## config.mk

```make
export PLATFORM = sky130hd
export DESIGN_NAME = chian_sequencer
export DESIGN_NICKNAME = d
export VERILOG_FILES = /design/src/rtl/chian_sequencer.sv
export SDC_FILE = /design/constraint.sdc
export NUM_CORES = 1
export LEC_CHECK = 0
export BUFFER_PORTS_ARGS = -buffer_cell sky130_fd_sc_hd__buf_2
export CAP_MARGIN = 30
export CORE_ASPECT_RATIO = 0.75
export CORE_MARGIN = 1.5
export CORE_UTILIZATION = 53
export CTS_CLUSTER_SIZE = 8
export DETAILED_ROUTE_END_ITERATION = 8
export GPL_TIMING_DRIVEN = 0
export PLACE_DENSITY = 0.75
export SLEW_MARGIN = 15
export SYNTH_ARGS = -nofsm -noshare
export SYNTH_HDL_FRONTEND = slang
export SYNTH_SLANG_ARGS = --single-unit
```

## constraint.sdc

```tcl
create_clock -name clkofchianseq -period 2.7 [get_ports clkofchianseq]
set_input_delay 0.135 -clock clkofchianseq [delete_from_list [all_inputs] [get_ports clkofchianseq]]
set_output_delay 0.135 -clock clkofchianseq [all_outputs]
set_load 0.05 [all_outputs]
```

## src/rtl/chian_sequencer.sv

```systemverilog
// chian_sequencer: control FSM for the BCH Chien-search datapath.
// Takes a finished locator from BM, pulses the datapath load, then steps it once per
// codeword position, streams flip indications for the message positions and checks the
// number of roots found against the locator degree.
module chian_sequencer #(
  parameter int unsigned N    = 16200,
  parameter int unsigned K    = 16008,
  parameter int unsigned T    = 12,
  parameter int unsigned CNTW = 14
) (
  input  logic            clkofchianseq,
  input  logic            rstofchianseq,
  input  logic            bm_valid,
  input  logic [3:0]      bm_degree,
  output logic            bm_ready,
  output logic            chian_load,
  output logic            chian_step,
  input  logic            chian_root,
  input  logic            out_ready,
  output logic            flip_valid,
  output logic            flip,
  output logic [CNTW-1:0] bit_pos,
  output logic            busy,
  output logic            done,
  output logic            fail,
  output logic [4:0]      root_count
);

  localparam int unsigned DEGW = 4;
  localparam int unsigned RCW  = 5;

  localparam logic [CNTW-1:0] POS_K    = CNTW'(K);
  localparam logic [CNTW-1:0] POS_LAST = CNTW'(N - 1);
  localparam logic [RCW-1:0]  RC_MAX   = '1;

  typedef enum logic [1:0] {
    S_IDLE,
    S_LOAD,
    S_SCAN,
    S_DONE
  } state_t;

  state_t          state;
  state_t          state_nxt;
  logic [CNTW-1:0] pos;
  logic [RCW-1:0]  rc;
  logic [DEGW-1:0] degree;

  logic            accept;
  logic            step;
  logic            in_msg;
  logic            deg_over_in;
  logic            deg_over;

  // Degree checks: incoming locator and the latched one.
  assign deg_over_in = (32'(bm_degree) > T);
  assign deg_over    = (32'(degree) > T);

  // Message region covers positions 0..K-1; beyond that is parity.
  assign in_msg = (pos < POS_K);

  // Counters are visible only outside reset so every output reads 0 while reset is high.
  assign bit_pos    = rstofchianseq ? '0 : pos;
  assign root_count = rstofchianseq ? '0 : rc;

  // State register.
  always_ff @(posedge clkofchianseq) begin
    if (rstofchianseq) begin
      state <= S_IDLE;
    end else begin
      state <= state_nxt;
    end
  end

  // Next-state and control decode; everything is held low while reset is sampled high.
  always_comb begin
    state_nxt  = state;
    bm_ready   = 1'b0;
    chian_load = 1'b0;
    chian_step = 1'b0;
    flip_valid = 1'b0;
    flip       = 1'b0;
    busy       = 1'b0;
    done       = 1'b0;
    fail       = 1'b0;
    accept     = 1'b0;
    step       = 1'b0;
    if (!rstofchianseq) begin
      unique case (state)
        S_IDLE: begin
          bm_ready = 1'b1;
          if (bm_valid) begin
            accept    = 1'b1;
            // An over-degree locator cannot be corrected: report failure without scanning.
            state_nxt = deg_over_in ? S_DONE : S_LOAD;
          end
        end
        S_LOAD: begin
          busy       = 1'b1;
          chian_load = 1'b1;
          state_nxt  = S_SCAN;
        end
        S_SCAN: begin
          busy = 1'b1;
          if (in_msg) begin
            // Message positions are handshaked: the datapath only advances when accepted.
            flip_valid = 1'b1;
            flip       = chian_root;
            step       = out_ready;
          end else begin
            // Parity positions are never emitted, so they run at full rate.
            step = 1'b1;
          end
          chian_step = step;
          if (step && (pos == POS_LAST)) begin
            state_nxt = S_DONE;
          end
        end
        S_DONE: begin
          busy      = 1'b1;
          done      = 1'b1;
          fail      = deg_over || (rc != RCW'(degree));
          state_nxt = S_IDLE;
        end
        default: begin
          state_nxt = S_IDLE;
        end
      endcase
    end
  end

  // Position counter, saturating root counter and latched locator degree.
  always_ff @(posedge clkofchianseq) begin
    if (rstofchianseq) begin
      pos    <= '0;
      rc     <= '0;
      degree <= '0;
    end else if (accept) begin
      pos    <= '0;
      rc     <= '0;
      degree <= bm_degree;
    end else if (step) begin
      if (chian_root && (rc != RC_MAX)) begin
        rc <= rc + RCW'(1);
      end
      // The last position exits the scan; the counter does not wrap.
      if (pos != POS_LAST) begin
        pos <= pos + CNTW'(1);
      end
    end
  end

endmodule

```

Word level (Yosys, flattened, before mapping)
Cells that the tools add are included.
Word-level totals
  bits in registers: 25
  input port bits: 9
  output and inout port bits: 27
  logic and storage cells: 57
Cells by class
  add/sub/neg operators: 2
  magnitude comparators: 3
  eq/ne operators: 9
  mux-type cells: 30
  reduce and logical (&&, ||, !) cells: 9
Operator list (count)
  1-bit two-way mux: 24
  14-bit by 1-bit adder with 14-bit output, second input constant: 1
  14-bit == test, second input constant: 1
  14-bit less-than comparator, second input constant: 1
  14-bit two-way mux: 1
  14-bit inequality test, second input constant: 1
  4-bit > comparator, second input constant: 2
  2-bit one-hot mux with 4 select lines: 1
  2-bit two-way mux: 3
  2-bit AND reduction: 3
  5-bit by 1-bit adder with 5-bit output, second input constant: 1
  5-bit two-way mux: 1
  5-bit by 4-bit inequality test with 1-bit output: 1
  5-bit inequality test, second input constant: 1
  2-bit == test, second input constant: 2
  2-bit inequality test, second input constant: 2
  3-bit OR reduction: 1
  2-bit by 1-bit == test with 1-bit output, second input constant: 1
  1-bit logical AND: 2
  2-bit logical NOT: 1
  2-bit OR reduction: 1
  1-bit logical OR: 1

Longest topological paths before layout
  depth in word-level cells: 7
  gate-level depth with buffers: 7
  mapped depth without buffers: 7

Least setup slack after synthesis
OpenSTA, ideal clock, no wires.
  path type: register -> output
  start point: register state[0]
  end point: output port fail
  arrival time: 2.465 ns
  required time: 2.565 ns
  path slack: 0.100 ns
  cell stages (with the launch flop): 4
  path buffers: 0
  path through: dfxtp_1 ha_1 nor2b_1 a21boi_0
On the way
  longest elaborated chain between the ends: 3
Ends and longest elaborated chain
  start, declared: RTL line 43  | state_t state;
  start signal, assigned: RTL line 71  | state <= state_nxt;
  2-bit == test: RTL line 89  | unique case (state)
  1-bit two-way mux: RTL line 89
  1-bit two-way mux: RTL line 88  | if (!rstofchianseq) begin
  end, declared: RTL line 25  | output logic fail,
No other way between the ends.

Worst setup path in the final report
  start point: register pos[11]
  end point: register pos[13]
On the way
  longest elaborated chain between the ends: 7
Ends and longest elaborated chain
  start, declared: RTL line 45  | logic [CNTW-1:0] pos;
  start signal, assigned: RTL line 148  | pos <= pos + CNTW'(1);
  14-bit less-than comparator: RTL line 60  | assign in_msg = (pos < POS_K);
  1-bit two-way mux: RTL line 105  | if (in_msg) begin
  1-bit two-way mux: RTL line 89
  1-bit two-way mux: RTL line 88
  1-bit two-way mux: RTL line 89
  1-bit two-way mux: RTL line 88
  2-bit AND reduction (no source line)
Parallel ways exist; a longest one is shown, timed or not. The select of a mux whose other input is x is not followed.
A chain may end at the register's enable or synchronous reset.

==> metrics <==
status finished, final reports clean; Crit. End Element flip-flop; Mapped Area 1540 sq um; CTS clk-pin slew, worst paths around 0.090 ns; via count of the routed design 1482; Worst EP arrival 2.45 ns; Finished Core Util 67.1%; hpwl dp approximately 2800 um; fraction of layout cells with a size suffix above 1 18.7%; top_reg_cell synth dfxtp_1; largest family of logic cells by synthesized area simple AND/OR/NAND/NOR gates; dpl ws 0.496 ns; top-area cell type share of the netlist area 32.6%; antenna viol nets, final 0; Final min period 2.25 ns; Crit Path Max Fanout 10; drt pass-1 iters 5; setup TNS 0 ns; post-CTS sizing 0; DRC 0; pin count of the biggest net entering global routing 16; H-tree depth 1; wire length per cell 13.9 um; XOR/XNOR share of the synthesized area ~5.1%; Die Area between 3000 and 4000 sq um; WS Path Type flip-flop to flip-flop; synth top area cells dfxtp_1, nor2b_1, ha_1; Final setup viols 0; Finished Cell Area 1800 sq um; Post-CTS Hold Buffers 0; Final Cycle Share about 83%; Vias/cell 5.57; asr flop ratio synth 0%; fin nets about 250; post-synthesis sequential area ratio 32.6%; GP Congestion about 0.94; Worst-Margin Slew 0.652 ns; Critical Path Source Type flip-flop; area share of fa/ha/maj cells after synthesis 6.52%; Commonest cells post-synth dfxtp_1, nor2b_1, nand2_1, nor2_1; GRT overflow 0; core area approximately 2700 sq um; largest stage delay on the critical path 0.61 ns; Die X 65.1 um; CTS max path bufs 2; Max-cap violations 0; io pins 36; die height 49.6 um; initial antenna violation count 0; clock root cell clkbuf_8; Area Overhead vs Synth 17.2%; top-count cell post-synth dfxtp_1; first-pass GRT wire length 6380 um; syn avg cell area 8.00 sq um; slew margin rel. 56.4%; clk sinks 25; fillers 235; # diodes 0; EDFF count, synth 0; CP Cell Sequence nand3_1, a211oi_2, o211ai_1, clkbuf_1, nor4_1, mux2i_1; Setup Fix Bufs, Post-CTS 0; Simple-Gate Fraction of Synth Area 34.5%; critical path's slowest cell a211oi_2; VDD IR max 0.000485 V; Total GRT Usage 25.1%; Worst EP required 2.90 ns; Starting DRT DRC Count 85; final hold violation count 0; Synth Warn # 0; Placed Instances 262; post-route total power 1.05 mW; setup ws final about 0.45 ns; routed wire length between 3000 and 4000 um; standard-cell rows 16; syn nets 209; Compound-Gate Fraction of Synth Area 16.4%; Num CTS Buffers 3; Leakage 0.747 nW; post-synthesis register bit count 25; Distinct cells, synth 36; post-route insts no fill 266; hold_ws 0.119 ns; multiplexer area fraction after synthesis around 2%; Max Slew Vio Count 0; Worst-Skew Late Latency 0.27 ns; area leader, netlist dfxtp_1; FMAX about 0.44 GHz; Initial Utilization a little under three fifths; Power Density 586 nW/um^2; clock skew just over 0.005 ns; clock tree from TritonCTS built; vias in the first global route 1393; Hold WC Path Type primary input to flip-flop; dpl cell area between 1500 and 2000 sq um; port bufs 34; Gate Count Post-Synth 192; RSZ-0062 raised after global routing no
-- placed cells by master (no fill, tap or decap), types with 2 or more instances in the layout --
| cell type | Yosys | routed |
|---|---|---|
| or4_1 | 3 | 3 |
| and2_1 | 2 | 2 |
| nand2b_1 | 6 | 6 |
| clkbuf_1 | 6 | 6 |
| mux2i_1 | 3 | 3 |
| nand2_1 | 18 | 18 |
| nor3_1 | 3 | 3 |
| nand3_1 | 11 | 11 |
| dfxtp_1 | 25 | 25 |
| nand4b_1 | 2 | 2 |
| o21ai_0 | 10 | 10 |
| buf_2 | 0 | 34 |
| clkbuf_8 | 0 | 3 |
| o211ai_1 | 6 | 6 |
| and3_1 | 4 | 4 |
| inv_1 | 5 | 5 |
| nor2b_1 | 22 | 22 |
| a21oi_1 | 11 | 11 |
| xor2_1 | 8 | 8 |
| or3_1 | 5 | 5 |
| nor4_1 | 3 | 3 |
| nor2_1 | 15 | 15 |
| ha_1 | 8 | 8 |
| o31ai_1 | 2 | 2 |
-- cell type report --
cell class                 instances  area [sq um]  area share (%)
tap                               36          45.0            2.50
buffer                             7          26.3            1.46
clock buffer                       3          41.3            2.29
timing repair buffer              34           170            9.46
inverter                           5          18.8            1.04
multi-input combinational        155           990            55.0
clock inverter                     1          7.51           0.417
sequential                        25           500            27.8
-- report_power, final --
group	leakage, nW	internal [mW]	switching (mW)
Clock	0.0217	0.105	0.124
Sequential	0.202	0.395	0.0249
Combinational	0.523	0.127	0.279
-- sequential cells by signal (all words and copies together), names as in the netlist --
signal / cells
degree: 4
pos: 14
rc: 5
state: 2
-- cells by family (layout without fill, tap and decap cells) --
family | after synthesis | after routing
AND/OR/NAND/NOR | 98 | 98
AO/OA/AOI/OAI | 37 | 37
XOR/XNOR | 9 | 9
buffers and inverters | 12 | 50
flip-flops | 25 | 25
multiplexers | 3 | 3
adder cells (fa/ha/maj) | 8 | 8
-- worst paths after layout --
| kind | depth (start not counted) | endpoint | startpoint | slack (ns) |
|---|---|---|---|---|
| worst min register to register | 2 | degree[3] | degree[3] | 0.48 |
| worst max-delay path | 6 | pos[13] | pos[11] | 0.45 |
| worst min-delay path | 3 | degree[1] | bm_degree[1] | 0.12 |
| worst max register to register | 6 | pos[13] | pos[11] | 0.45 |
-- per-layer routing --
metal | up-vias | wire length [um] | track usage [%]
met5 | - | 0 | 0
met4 | 0 | 13 | 3.13
met3 | 2 | 226 | 5.94
met2 | 47 | 1690 | 40.9
met1 | 683 | 1770 | 34.8
li1 | 750 | - | -
-- critical path: cells and delay by family (launching register included) --
family          cells  cell delay [ns]
compound gates      2             0.81
simple gates        2             0.48
buf+inv             1             0.25
flops               1             0.42
mux                 1             0.23
Power figures use the tool's default switching activity.
